## config.mk

```make
export PLATFORM = sky130hd
export DESIGN_NAME = rv32i_ctrl_decode
export DESIGN_NICKNAME = d
export VERILOG_FILES = /design/src/rtl/rv32i_ctrl_decode.sv
export SDC_FILE = /design/constraint.sdc
export NUM_CORES = 1
export LEC_CHECK = 0
export ABC_AREA = 1
export CORE_ASPECT_RATIO = 1.75
export CORE_UTILIZATION = 28
export CTS_BUF_LIST = sky130_fd_sc_hd__clkbuf_4
export CTS_CLUSTER_SIZE = 24
export DETAILED_ROUTE_END_ITERATION = 6
export PLACE_DENSITY = 0.82
export REMOVE_ABC_BUFFERS = 1
export SETUP_SLACK_MARGIN = 0.4
export SLEW_MARGIN = 10
export SYNTH_ARGS = -nofsm -noshare
export SYNTH_HDL_FRONTEND = slang
export SYNTH_SLANG_ARGS = --single-unit
export TNS_END_PERCENT = 20
```

## constraint.sdc

```tcl
create_clock -name clk -period 2.2 [get_ports clk]
set_input_delay 0.66 -clock clk [delete_from_list [all_inputs] [get_ports clk]]
set_output_delay 0.66 -clock clk [all_outputs]
set_load 0.01 [all_outputs]
```

## src/rtl/rv32i_ctrl_decode.sv

```systemverilog
// RV32I field extractor and main control unit for the single-cycle core, plus a
// sticky illegal-instruction flag consumed by the trap/debug logic.

package typepkg;
  typedef enum logic [1:0] {PC_SRC_PC4, PC_SRC_ALU, PC_SRC_BRANCH} pc_src_t;
  typedef enum logic {ALU_SRC_A_RS1, ALU_SRC_A_PC} alu_src_a_t;
  typedef enum logic {ALU_SRC_B_RS2, ALU_SRC_B_IMM} alu_src_b_t;
  typedef enum logic [3:0] {
    ALU_OP_ADD, ALU_OP_SUB, ALU_OP_AND, ALU_OP_OR, ALU_OP_XOR, ALU_OP_SLL,
    ALU_OP_SRL, ALU_OP_SRA, ALU_OP_SLT, ALU_OP_SLTU, ALU_OP_COPY_B
  } alu_op_t;
  typedef enum logic [1:0] {REG_WB_SRC_ALU, REG_WB_SRC_MEM, REG_WB_SRC_PC4} reg_wb_src_t;
  typedef enum logic [1:0] {
    MEM_WRITE_NONE, MEM_WRITE_BYTE, MEM_WRITE_HALF, MEM_WRITE_WORD
  } mem_write_t;
  typedef enum logic [2:0] {
    MEM_READ_NONE, MEM_READ_BYTE, MEM_READ_HALF, MEM_READ_WORD,
    MEM_READ_BYTE_U, MEM_READ_HALF_U
  } mem_read_t;
endpackage

module rv32i_ctrl_decode
  import typepkg::*;
(
  input  logic        clk,
  input  logic        rst,
  input  logic [31:0] insn,
  input  logic        alu_zero,
  input  logic        alu_less,
  input  logic        alu_uless,
  output logic [6:0]  opcode,
  output logic [2:0]  funct3,
  output logic [6:0]  funct7,
  output pc_src_t     pc_src,
  output alu_src_a_t  alu_src_a,
  output alu_src_b_t  alu_src_b,
  output alu_op_t     alu_op,
  output logic        reg_write,
  output reg_wb_src_t reg_wb_src,
  output mem_write_t  mem_write,
  output mem_read_t   mem_read,
  output logic        illegal,
  output logic        illegal_seen
);

  localparam logic [6:0] OPC_LOAD   = 7'b0000011;
  localparam logic [6:0] OPC_FENCE  = 7'b0001111;
  localparam logic [6:0] OPC_OP_IMM = 7'b0010011;
  localparam logic [6:0] OPC_AUIPC  = 7'b0010111;
  localparam logic [6:0] OPC_STORE  = 7'b0100011;
  localparam logic [6:0] OPC_OP     = 7'b0110011;
  localparam logic [6:0] OPC_LUI    = 7'b0110111;
  localparam logic [6:0] OPC_BRANCH = 7'b1100011;
  localparam logic [6:0] OPC_JALR   = 7'b1100111;
  localparam logic [6:0] OPC_JAL    = 7'b1101111;
  localparam logic [6:0] OPC_SYSTEM = 7'b1110011;
  localparam logic [6:0] F7_ZERO    = 7'b0000000;
  localparam logic [6:0] F7_ALT     = 7'b0100000;

  logic unused_fields;
  logic taken;

  assign opcode = insn[6:0];
  assign funct3 = insn[14:12];
  assign funct7 = insn[31:25];
  assign unused_fields = ^{insn[24:15], insn[11:7]};

  // Shared funct3 -> ALU op map for OP and OP-IMM; alt selects SUB/SRA.
  function automatic alu_op_t arith_op(input logic [2:0] f3, input logic alt);
    case (f3)
      3'b000:  arith_op = alt ? ALU_OP_SUB : ALU_OP_ADD;
      3'b001:  arith_op = ALU_OP_SLL;
      3'b010:  arith_op = ALU_OP_SLT;
      3'b011:  arith_op = ALU_OP_SLTU;
      3'b100:  arith_op = ALU_OP_XOR;
      3'b101:  arith_op = alt ? ALU_OP_SRA : ALU_OP_SRL;
      3'b110:  arith_op = ALU_OP_OR;
      default: arith_op = ALU_OP_AND;
    endcase
  endfunction

  always_comb begin
    case (funct3)
      3'b000:  taken = alu_zero;
      3'b001:  taken = !alu_zero;
      3'b100:  taken = alu_less;
      3'b101:  taken = !alu_less;
      3'b110:  taken = alu_uless;
      3'b111:  taken = !alu_uless;
      default: taken = 1'b0;
    endcase
  end

  always_comb begin
    pc_src     = PC_SRC_PC4;
    alu_src_a  = ALU_SRC_A_RS1;
    alu_src_b  = ALU_SRC_B_RS2;
    alu_op     = ALU_OP_ADD;
    reg_write  = 1'b0;
    reg_wb_src = REG_WB_SRC_ALU;
    mem_write  = MEM_WRITE_NONE;
    mem_read   = MEM_READ_NONE;
    illegal    = 1'b0;
    case (opcode)
      OPC_OP_IMM: begin
        alu_src_b = ALU_SRC_B_IMM;
        reg_write = 1'b1;
        alu_op    = arith_op(funct3, (funct3 == 3'b101) && (funct7 == F7_ALT));
        if (funct3 == 3'b001 && funct7 != F7_ZERO) illegal = 1'b1;
        if (funct3 == 3'b101 && funct7 != F7_ZERO && funct7 != F7_ALT) illegal = 1'b1;
      end
      OPC_OP: begin
        reg_write = 1'b1;
        alu_op    = arith_op(funct3, funct7 == F7_ALT);
        if (funct7 == F7_ALT) begin
          if (funct3 != 3'b000 && funct3 != 3'b101) illegal = 1'b1;
        end else if (funct7 != F7_ZERO) begin
          illegal = 1'b1;
        end
      end
      OPC_LUI: begin
        alu_src_b = ALU_SRC_B_IMM;
        alu_op    = ALU_OP_COPY_B;
        reg_write = 1'b1;
      end
      OPC_AUIPC: begin
        alu_src_a = ALU_SRC_A_PC;
        alu_src_b = ALU_SRC_B_IMM;
        reg_write = 1'b1;
      end
      OPC_LOAD: begin
        alu_src_b  = ALU_SRC_B_IMM;
        reg_write  = 1'b1;
        reg_wb_src = REG_WB_SRC_MEM;
        case (funct3)
          3'b000:  mem_read = MEM_READ_BYTE;
          3'b001:  mem_read = MEM_READ_HALF;
          3'b010:  mem_read = MEM_READ_WORD;
          3'b100:  mem_read = MEM_READ_BYTE_U;
          3'b101:  mem_read = MEM_READ_HALF_U;
          default: illegal  = 1'b1;
        endcase
      end
      OPC_STORE: begin
        alu_src_b = ALU_SRC_B_IMM;
        case (funct3)
          3'b000:  mem_write = MEM_WRITE_BYTE;
          3'b001:  mem_write = MEM_WRITE_HALF;
          3'b010:  mem_write = MEM_WRITE_WORD;
          default: illegal   = 1'b1;
        endcase
      end
      OPC_JAL: begin
        pc_src     = PC_SRC_ALU;
        alu_src_a  = ALU_SRC_A_PC;
        alu_src_b  = ALU_SRC_B_IMM;
        reg_write  = 1'b1;
        reg_wb_src = REG_WB_SRC_PC4;
      end
      OPC_JALR: begin
        pc_src     = PC_SRC_ALU;
        alu_src_b  = ALU_SRC_B_IMM;
        reg_write  = 1'b1;
        reg_wb_src = REG_WB_SRC_PC4;
        if (funct3 != 3'b000) illegal = 1'b1;
      end
      OPC_BRANCH: begin
        alu_op = ALU_OP_SUB;
        pc_src = taken ? PC_SRC_BRANCH : PC_SRC_PC4;
        if (funct3 == 3'b010 || funct3 == 3'b011) illegal = 1'b1;
      end
      OPC_FENCE, OPC_SYSTEM: ;
      default: illegal = 1'b1;
    endcase
    // An illegal encoding must never write state or redirect the PC.
    if (illegal) begin
      pc_src     = PC_SRC_PC4;
      alu_src_a  = ALU_SRC_A_RS1;
      alu_src_b  = ALU_SRC_B_RS2;
      alu_op     = ALU_OP_ADD;
      reg_write  = 1'b0;
      reg_wb_src = REG_WB_SRC_ALU;
      mem_write  = MEM_WRITE_NONE;
      mem_read   = MEM_READ_NONE;
    end
  end

  always_ff @(posedge clk) begin
    if (rst) begin
      illegal_seen <= 1'b0;
    end else if (illegal) begin
      illegal_seen <= 1'b1;
    end
  end

endmodule

```

==> run summary, run 1 <==
drt drc = 0
Cell Rows = 25
part of the power in registers = 0.082
Slew @ Worst Pin = 0.2162 ns
largest cells by area after synthesis = buf_4, nand2_1, nor2_1
status = finished with violations
met3 wire len = 101 um
PortBufs = 56
final worst path period share = 1.186
most frequent cell after synthesis = nand2_1
Final Slew Violations = 0
largest fanout on the critical path = 5
Regs by FF count = illegal_seen: 1 flops
yosys warns = 0
top routing layer in use = met4
Synth cell types = 19
# diodes = 0
Final setup violation count = 17
RR Endpoint = illegal_seen$_SDFFE_PP0N_
Synth async-reset ratio = 0
skew final = 0 ns
fraction of layout instances using a drive strength above 1 = 0.6800
Lkg Pwr = 0.8178 nW
Sw Pwr = 117.8 uW
Worst Hold End = illegal_seen$_SDFFE_PP0N_
failing checks = negative setup slack
Vias/cell = 4.929
most frequent cells after synthesis = nand2_1, nor2_1, buf_4, nand3_1, nor2_2
Die Height = 71.80 um
Post-synth EDFFs = 0
max reg flops = 1
slack of the critical path = -0.4086 ns
final instance area = 1648 um^2
post-synthesis cell area = 779.5 um^2
Sw Share = 0.4727
wire per inst = 13.80 um
total track usage = 0.2138
met1 WL = 1196 um
first-pass GRT wire length = 5168 um
Worst Path Required = 1.54 ns
vias = 1242
power density over cell area = 151.3 nW/um^2
Final Hold Viols = 0
Crit Reg-Reg Startpoint = illegal_seen$_SDFFE_PP0N_
Arrival @ worst endpoint = 1.95 ns
Min Clock Period, post-route = 2.609 ns
CP Capture Type = output port
I/O pins = 72
placed instance area = 1456 um^2
Syn Area/Cell = 5.413 um^2
# Max-Cap Violations = 0
hold path depth = 2
FF+latch count, synth = 1
Synth Flop Type = dfxtp_1
Comb pwr share = 0.918
Slew HR = 0.8553
core region area = 2659 um^2
Max VDD drop = 0.08234 mV
fin nets = 264
Layout area overhead = 111.4%
sequential fraction of the synthesis area = 0.02568
clock-pin slew on the worst setup and hold paths = 0 ns
Post-Place Setup Slack = -1.239 ns
Cells after Synth = 144
HPWL reported at the end of detailed placement = 2241 um
worst hold path type = flip-flop to flip-flop
Fmax = 383.4 MHz
initial DRC count = 34
Clk network pwr share = 0
Remaining Overflow, GRT = 0
largest net degree at the start of global routing = 9
met2 WL = 2074 um
post-synth top area cell = buf_4
FF-to-FF setup slack = 1.67 ns
WS Path Type = input pin to output port
RSZ-0062 raised after global routing = true
reg2reg path depth = 2
Die Wd = 41.89 um
worst skew pair latency = 0 ns
internal power = 131.5 uW
crit path from = insn[1]
initial antenna violation count = 0
Worst setup SP type = input pin
Synth top area share = 0.1734
hold path start = illegal_seen$_SDFFE_PP0N_
initial core utilization = 0.2932
Routed Antenna Nets = 0
vias in the first global route = 1224
Final Wtd Congestion = 1.057
WL final = 3477 um
die area = 3007 um^2
first-pass iteration count of the detailed router = 4
Largest Register = illegal_seen
[layout make-up]
cell class | count | area [um^2]
Fill cell | 234 | 1011
Timing Repair Buffer | 101 | 779.5
Multi-Input combinational cell | 106 | 740.7
Inverter | 17 | 73.82
Tap cell | 27 | 33.78
Sequential cell | 1 | 20.02
[stage by stage]
stage / instances / utilization / total power [mW] / TNS (ns) / hold WS, ns
final: 252 / 0.6198 / 0.2493 / -5.553 / 0.4583
after global routing: 252 / 0.6198 / 0.2641 / -6.947 / 0.5138
after CTS: 249 / 0.5802 / 0.2279 / -5.128 / 0.4664
after detailed placement: 239 / 0.5478 / 0.2177 / -23.13 / 0.4669
after global placement: 239 / 0.5478 / 0.2158 / -22.86 / 0.4518
after floorplan: 124 / - / 0.07200 / -2.095 / 0.5029
[power by group through the flow]
stage	sequential [mW]	clock (mW)	combinational, mW
6_report	0.0204	0	0.229
5_1_grt	0.0206	0	0.243
4_1_cts	0.0204	0	0.207
3_5_place_dp	0.0204	0	0.197
3_3_place_gp	0.0203	0	0.196
2_1_floorplan	0.0210	0	0.0510
[worst max-delay path, cell delays in order]
cell,delay (ns)
buf_2,0.10
nand2_1,0.07
inv_2,0.08
nand2_4,0.13
inv_4,0.06
buf_4,0.14
nand2_1,0.17
nand2_1,0.14
nor3_2,0.22
nor2_2,0.06
buf_2,0.13
[kinds of logic after synthesis]
family,after synthesis,share of synthesized area
and+or+nand+nor,90,0.5682
buffers and inverters,37,0.2841
AOI/OAI and AO/OA,15,0.1107
xor gates and xnor gates,1,0.01124
DFF,1,0.02568
[placed cells by master, fill, tap and decap left out, types with 2 or more instances in the layout]
cell / netlist / final
buf_4: 18 / 43
buf_2: 0 / 26
nand2_1: 27 / 18
nor2_2: 12 / 14
nor2_4: 3 / 13
dlygate4sd2_1: 0 / 12
nor2_1: 23 / 11
buf_6: 2 / 11
nand2_2: 5 / 10
nand3_2: 3 / 9
inv_1: 10 / 8
inv_2: 7 / 5
nand3_1: 12 / 5
nand2_4: 0 / 4
inv_4: 0 / 4
a21oi_1: 7 / 4
a21oi_2: 1 / 4
nor3_2: 0 / 4
clkdlybuf4s50_1: 0 / 4
o211ai_1: 2 / 2
o21ai_0: 3 / 2
clkdlybuf4s15_2: 0 / 2
[metal layers]
| metal | up-vias | GRT usage |
|---|---|---|
| li1 | 605 | - |
| met1 | 582 | 0.1963 |
| met2 | 45 | 0.4653 |
| met3 | 10 | 0.01259 |
| met4 | 0 | 0.06452 |
| met5 | - | 0 |
[how the worst max path moves through the flow]
| stage | end | slack (ns) | cells past startpoint |
|---|---|---|---|
| floorplan | mem_read[2] | -0.27 | 9 |
| global placement | alu_op[0] | -1.23 | 12 |
| detailed placement | alu_op[0] | -1.24 | 11 |
| CTS | reg_write | -0.38 | 13 |
| global route | alu_src_b | -0.50 | 11 |
| finish | alu_src_b | -0.41 | 11 |
[repair_timing]
| action | CTS | global route |
|---|---|---|
| pin swaps | 25 | 14 |
| buffers inserted | 10 | 3 |
| gates resized for setup | 206 | 31 |
| hold buffers | 0 | 0 |
| endpoints found under the hold margin | 0 | 0 |
| endpoints found under the setup margin | 35 | 20 |
Note: power is estimated with default switching activity, not from simulation.
==> run 2: changes to the inputs <==
- CORE_MARGIN: not set -> 4
==> run 2 against run 1 <==
Net effect:
- the flow still finishes with violations (negative setup slack)
- wire length shrank 3.7%
- flip-flop and latch count is the same
- fmax grew 0.77%
- critical path depth grew 2
- sequential power is essentially flat
- worst hold slack gained 0.011 ns
- combinational power is essentially flat
- worst setup slack gained 0.020 ns
- critical endpoint is now reg_wb_src[1]
==> run summary, run 2 (same netlist as run 1, synthesis figures left out) <==
Fmax = 386.3 MHz (+0.77%)
Die Height = 77.80 um (+8.4%)
reg2reg path depth = 2 (unchanged)
Slew @ Worst Pin = 0.3272 ns (+0.1110 ns)
Cell Rows = 25 (unchanged)
CP Capture Type = output port
Min Clock Period, post-route = 2.589 ns (-0.01982 ns)
met1 WL = 1132 um (-5.4%)
Hold WS = 0.4693 ns (+0.01100 ns)
first-pass GRT wire length = 5402 um (+4.5%)
initial antenna violation count = 0 (unchanged)
clock-pin slew on the worst setup and hold paths = 0 ns (unchanged)
vias = 1192 (-4.0%)
WS Path Type = input pin to output port
vias in the first global route = 1283 (+4.8%)
drt drc = 0 (unchanged)
Crit Reg-Reg Startpoint = illegal_seen$_SDFFE_PP0N_
setup TNS = -4.974 ns (+0.5780 ns)
Lkg Pwr = 0.8327 nW (+1.8%)
Final setup violation count = 15 (-2)
Fill cells = 245 (+4.7%)
Final Power = 246.8 uW (-0.99%)
failing checks = negative setup slack
first-pass iteration count of the detailed router = 4 (unchanged)
Remaining Overflow, GRT = 0 (unchanged)
# diodes = 0 (unchanged)
die area = 3725 um^2 (+24%)
Final Hold Viols = 0 (unchanged)
top routing layer in use = met4
RR Endpoint = illegal_seen$_SDFFE_PP0N_
fraction of layout instances using a drive strength above 1 = 0.6504 (-0.02956)
Post-Place Setup Slack = -1.223 ns (+0.01642 ns)
Arrival @ worst endpoint = 1.93 ns (-0.02 ns)
hold path start = illegal_seen$_SDFFE_PP0N_
final instance area = 1652 um^2 (+0.23%)
wire per inst = 13.24 um (-4.0%)
RSZ-0062 raised after global routing = true
I/O pins = 72 (unchanged)
skew final = 0 ns (unchanged)
most frequent cells in the layout = buf_4, buf_2, nand2_1, nor2_1, nor2_4
total track usage = 0.1850 (-0.02884)
hold path depth = 2 (unchanged)
Layout area overhead = 111.9%
Worst setup SP type = input pin
Routed Antenna Nets = 0 (unchanged)
met3 wire len = 138 um (+37%)
Regs by FF count = illegal_seen: 1 flops
largest fanout on the critical path = 8 (+3)
Die Wd = 47.89 um (+14%)
Final Wtd Congestion = 0.9412 (-11%)
# Max-Cap Violations = 0 (unchanged)
status = finished with violations
power density over cell area = 149.4 nW/um^2 (-1.2%)
Max VDD drop = 0.07944 mV (-3.5%)
hold_buf cts = 0 (unchanged)
Vias/cell = 4.711 (-4.4%)
Worst Hold End = illegal_seen$_SDFFE_PP0N_
worst skew pair latency = 0 ns (unchanged)
core region area = 2690 um^2 (+1.2%)
worst hold path type = flip-flop to flip-flop
placed instance area = 1484 um^2 (+1.9%)
final worst path period share = 1.177 (-0.009009)
HPWL reported at the end of detailed placement = 2443 um (+9.0%)
slack of the critical path = -0.3887 ns (+0.01982 ns)
max reg flops = 1 (unchanged)
Final Slew Violations = 0 (unchanged)
PortBufs = 56 (unchanged)
Worst Path Required = 1.54 ns (about the same)
met2 WL = 2028 um (-2.2%)
commonest non-fill, non-tap cell in the layout = buf_4
Largest Register = illegal_seen
largest net degree at the start of global routing = 9 (unchanged)
fin nets = 265 (+0.38%)
initial core utilization = 0.2898 (-0.003409)
initial DRC count = 22 (-35%)
WL final = 3350 um (-3.7%)
Slew HR = 0.7802 (-0.07514)
FF-to-FF setup slack = 1.66 ns (about the same)
## run 2: changes by cell type in the layout (fill, tap and decap cells not counted), sizes merged
| cell | before | now |
|---|---|---|
| dlygate4sd2 | 12 | 11 |
| clkdlybuf4s50 | 4 | 5 |
| clkbuf | 1 | 2 |
| clkdlybuf4s15 | 3 | 2 |
| buf | 81 | 82 |
## run 2: timing repair
action                                  in CTS  in global routing
endpoints found under the setup margin      35                 22
hold endpoints to repair                     0                  0
buffers inserted                            10                  2
resized for setup                          215                 22
pin swaps                                   27                 12
## run 2: how the worst max path moves through the flow
| stage | slack, ns | cells past startpoint | to | startpoint |
|---|---|---|---|---|
| 5_1_grt | -0.48 | 13 | reg_wb_src[1] | insn[14] |
| 4_1_cts | -0.38 | 13 | pc_src[0] | insn[14] |
| 3_5_place_dp | -1.22 | 12 | reg_wb_src[1] | insn[12] |
| 3_3_place_gp | -1.24 | 12 | reg_write | insn[12] |
| 2_1_floorplan | -0.27 | 9 | mem_read[2] | insn[28] |
| 6_report | -0.39 | 13 | reg_wb_src[1] | insn[14] |
## run 2: through the flow
stage	instances	util
floorplan	124	-
finish	253	0.6140
CTS	251	0.5837
global route	253	0.6140
detailed placement	241	0.5516
global placement	241	0.5516
## run 2: report_power, final
part	switching, mW	internal (mW)
clock network	0	0
registers	0.000581	0.0198
logic	0.113	0.113
total	0.114	0.133
## run 2: cell type report
class | count | area, um^2 | area share
inverter | 17 | 71.32 | 0.04318
multi-input combinational | 106 | 726.9 | 0.4402
sequential | 1 | 20.02 | 0.01212
timing repair buffer | 102 | 799.5 | 0.4841
tap | 27 | 33.78 | 0.02045
## run 2: worst max-delay path: stages
cell     delay [ns]
buf_6          0.09
buf_8          0.12
nor2_4         0.11
nand2_2        0.07
nand2_2        0.07
nand2_2        0.06
nand2_2        0.08
nand2_2        0.06
nand2_2        0.07
nand3_4        0.13
buf_12         0.18
nor2_2         0.07
buf_2          0.13
## run 2: layer usage
layer | global-route usage | vias up
li1 | - | 606
met1 | 0.1796 | 547
met2 | 0.3753 | 33
met3 | 0.01392 | 6
met4 | 0.03504 | 0
met5 | 0 | -
==> run 3: changes to the inputs <==
- CELL_PAD_IN_SITES_DETAIL_PLACEMENT: not set -> 0
- CELL_PAD_IN_SITES_GLOBAL_PLACEMENT: not set -> 1
- CORE_UTILIZATION: 28 -> 17
- PLACE_DENSITY: 0.82 -> 0.83
==> run 3 against run 2 <==
Net effect:
- the run still ends with negative setup slack left
- sequential share of layout area shrank 0.087 points
- die area up 55%
- first-iteration DRC count rose by 14%
- largest cell class unchanged
- critical path depth decreased by 3
- sequential power about the same
- cell area up 7.7%
- critical endpoint is now mem_read[2]
==> run summary, run 3 (same netlist as run 1, synthesis figures left out) <==
total track usage = 0.1146 (-0.07045)
Routed Antenna Nets = 0 (unchanged)
vias = 1203 (+0.92%)
RR Endpoint = illegal_seen$_SDFFE_PP0N_
failing checks = negative setup slack
PortBufs = 56 (unchanged)
Layout Cells excl Fill = 277 (+9.5%)
Placed Cells = 265 (+10%)
Crit Reg-Reg Startpoint = illegal_seen$_SDFFE_PP0N_
Fmax = 401.0 MHz (+3.8%)
Arrival @ worst endpoint = 1.83 ns (-0.10 ns)
vias in the first global route = 1266 (-1.3%)
Min Clock Period, post-route = 2.494 ns (-0.09482 ns)
reg2reg path depth = 2 (unchanged)
Layout area overhead = 128.3%
met1 WL = 1037 um (-8.4%)
initial core utilization = 0.1770 (-0.1128)
hold path start = illegal_seen$_SDFFE_PP0N_
Final setup violation count = 16 (+1)
Final Slew Violations = 0 (unchanged)
cell family with most CP delay = simple AND/OR/NAND/NOR gates
fraction of layout instances using a drive strength above 1 = 0.6637 (+0.01327)
Buffers & Inverters on Critical Path = 4 (unchanged)
CP max-delay cell = nor2_4
met2 WL = 1984 um (-2.2%)
initial DRC count = 25 (+14%)
Regs by FF count = illegal_seen: 1 flops
worst hold path type = flip-flop to flip-flop
CP Capture Type = output port
Final Power = 262.6 uW (+6.4%)
placed instance area = 1514 um^2 (+2.0%)
Worst Path Required = 1.54 ns (about the same)
met3 wire len = 166 um (+20%)
clock-pin slew on the worst setup and hold paths = 0 ns (unchanged)
Vias/cell = 4.343 (-7.8%)
Max VDD drop = 0.08464 mV (+6.5%)
Worst setup SP type = input pin
Cell Rows = 32 (+28%)
Lkg Pwr = 0.8785 nW (+5.5%)
Slew @ Worst Pin = 0.2554 ns (-0.07175 ns)
WS Path Type = input pin to output port
fin nets = 265 (unchanged)
slack of the critical path = -0.2939 ns (+0.09482 ns)
# diodes = 0 (unchanged)
max reg flops = 1 (unchanged)
skew final = 0 ns (unchanged)
status = finished with violations
largest fanout on the critical path = 6 (-2)
# Max-Cap Violations = 0 (unchanged)
WL final = 3254 um (-2.9%)
Final Wtd Congestion = 0.8180 (-13%)
core region area = 4404 um^2 (+64%)
Die Height = 97.58 um (+25%)
first-pass iteration count of the detailed router = 4 (unchanged)
worst skew pair latency = 0 ns (unchanged)
I/O pins = 72 (unchanged)
RSZ-0062 raised after global routing = true
Final Hold Viols = 0 (unchanged)
most frequent cells in the layout = buf_4, buf_2, nand2_1, buf_6
HPWL reported at the end of detailed placement = 2540 um (+4.0%)
largest net degree at the start of global routing = 8 (-1)
FF-to-FF setup slack = 1.67 ns (about the same)
final worst path period share = 1.134 (-0.04310)
first-pass GRT wire length = 5457 um (+1.0%)
Critical Path, Cell by Cell = buf_6 -> nor2_4 -> nand2_8 -> inv_8 -> o211ai_1 -> nand3_2 -> nand3_4 -> buf_6 -> nor3_4 -> buf_2
drt drc = 0 (unchanged)
hold path depth = 2 (unchanged)
final instance area = 1779 um^2 (+7.7%)
top routing layer in use = met4
Largest Register = illegal_seen
wire per inst = 11.75 um (-11%)
Slew HR = 0.8297 (+0.04951)
cell mode on critical path = buf_6
power density over cell area = 147.6 nW/um^2 (-1.3%)
Die Wd = 59.19 um (+24%)
Final Util = 0.4040 (-0.2100)
CP peak stage delay = 0.17 ns (about the same)
Remaining Overflow, GRT = 0 (unchanged)
commonest non-fill, non-tap cell in the layout = buf_4
die area = 5775 um^2 (+55%)
Worst Hold End = illegal_seen$_SDFFE_PP0N_
initial antenna violation count = 0 (unchanged)
[run 3: timing repair]
action	CTS	global route
resized for setup	212	46
hold buffers	0	0
pin swaps	30	27
buffers inserted	8	4
endpoints found under the setup margin	35	20
[run 3: tightest hold or removal path, cell delays in order (launching register included)]
cell	delay, ns
dfxtp_1	0.30
nor2_1	0.05
nor2_1	0.07
[run 3: how the worst max path moves through the flow]
stage / start / cells past startpoint / to / slack [ns]
finish: insn[3] / 10 / mem_read[2] / -0.29
global route: insn[12] / 12 / reg_write / -0.40
CTS: insn[25] / 12 / mem_read[2] / -0.38
detailed placement: insn[14] / 12 / reg_write / -1.25
global placement: insn[14] / 12 / alu_op[0] / -1.25
floorplan: insn[28] / 9 / mem_read[2] / -0.27
[run 3: layout make-up]
cell class	instances	area [um^2]
Inverter	17	88.84
Sequential cell	1	20.02
Multi-Input combinational cell	106	777.0
Fill cell	483	2625
Timing Repair Buffer	102	829.5
Tap cell	51	63.81
[run 3: metrics by stage]
step | hold WS, ns | TNS, ns | setup WS [ns]
2_1_floorplan | 0.5029 | -2.095 | -0.2702
3_3_place_gp | 0.4589 | -23.89 | -1.250
3_5_place_dp | 0.4601 | -23.92 | -1.250
4_1_cts | 0.4571 | -4.593 | -0.3823
5_1_grt | 0.5058 | -5.263 | -0.4017
6_report | 0.4559 | -3.777 | -0.2939
[run 3: power breakdown]
group	switching, mW	internal, mW
Combinational	0.118	0.124
Clock	0	0
Sequential	0.000506	0.0198
[run 3: layer usage]
layer	GRT usage	vias to the layer above
li1	-	608
met1	0.1114	545
met2	0.2350	44
met3	0.005319	6
met4	0.03490	0
met5	0	-
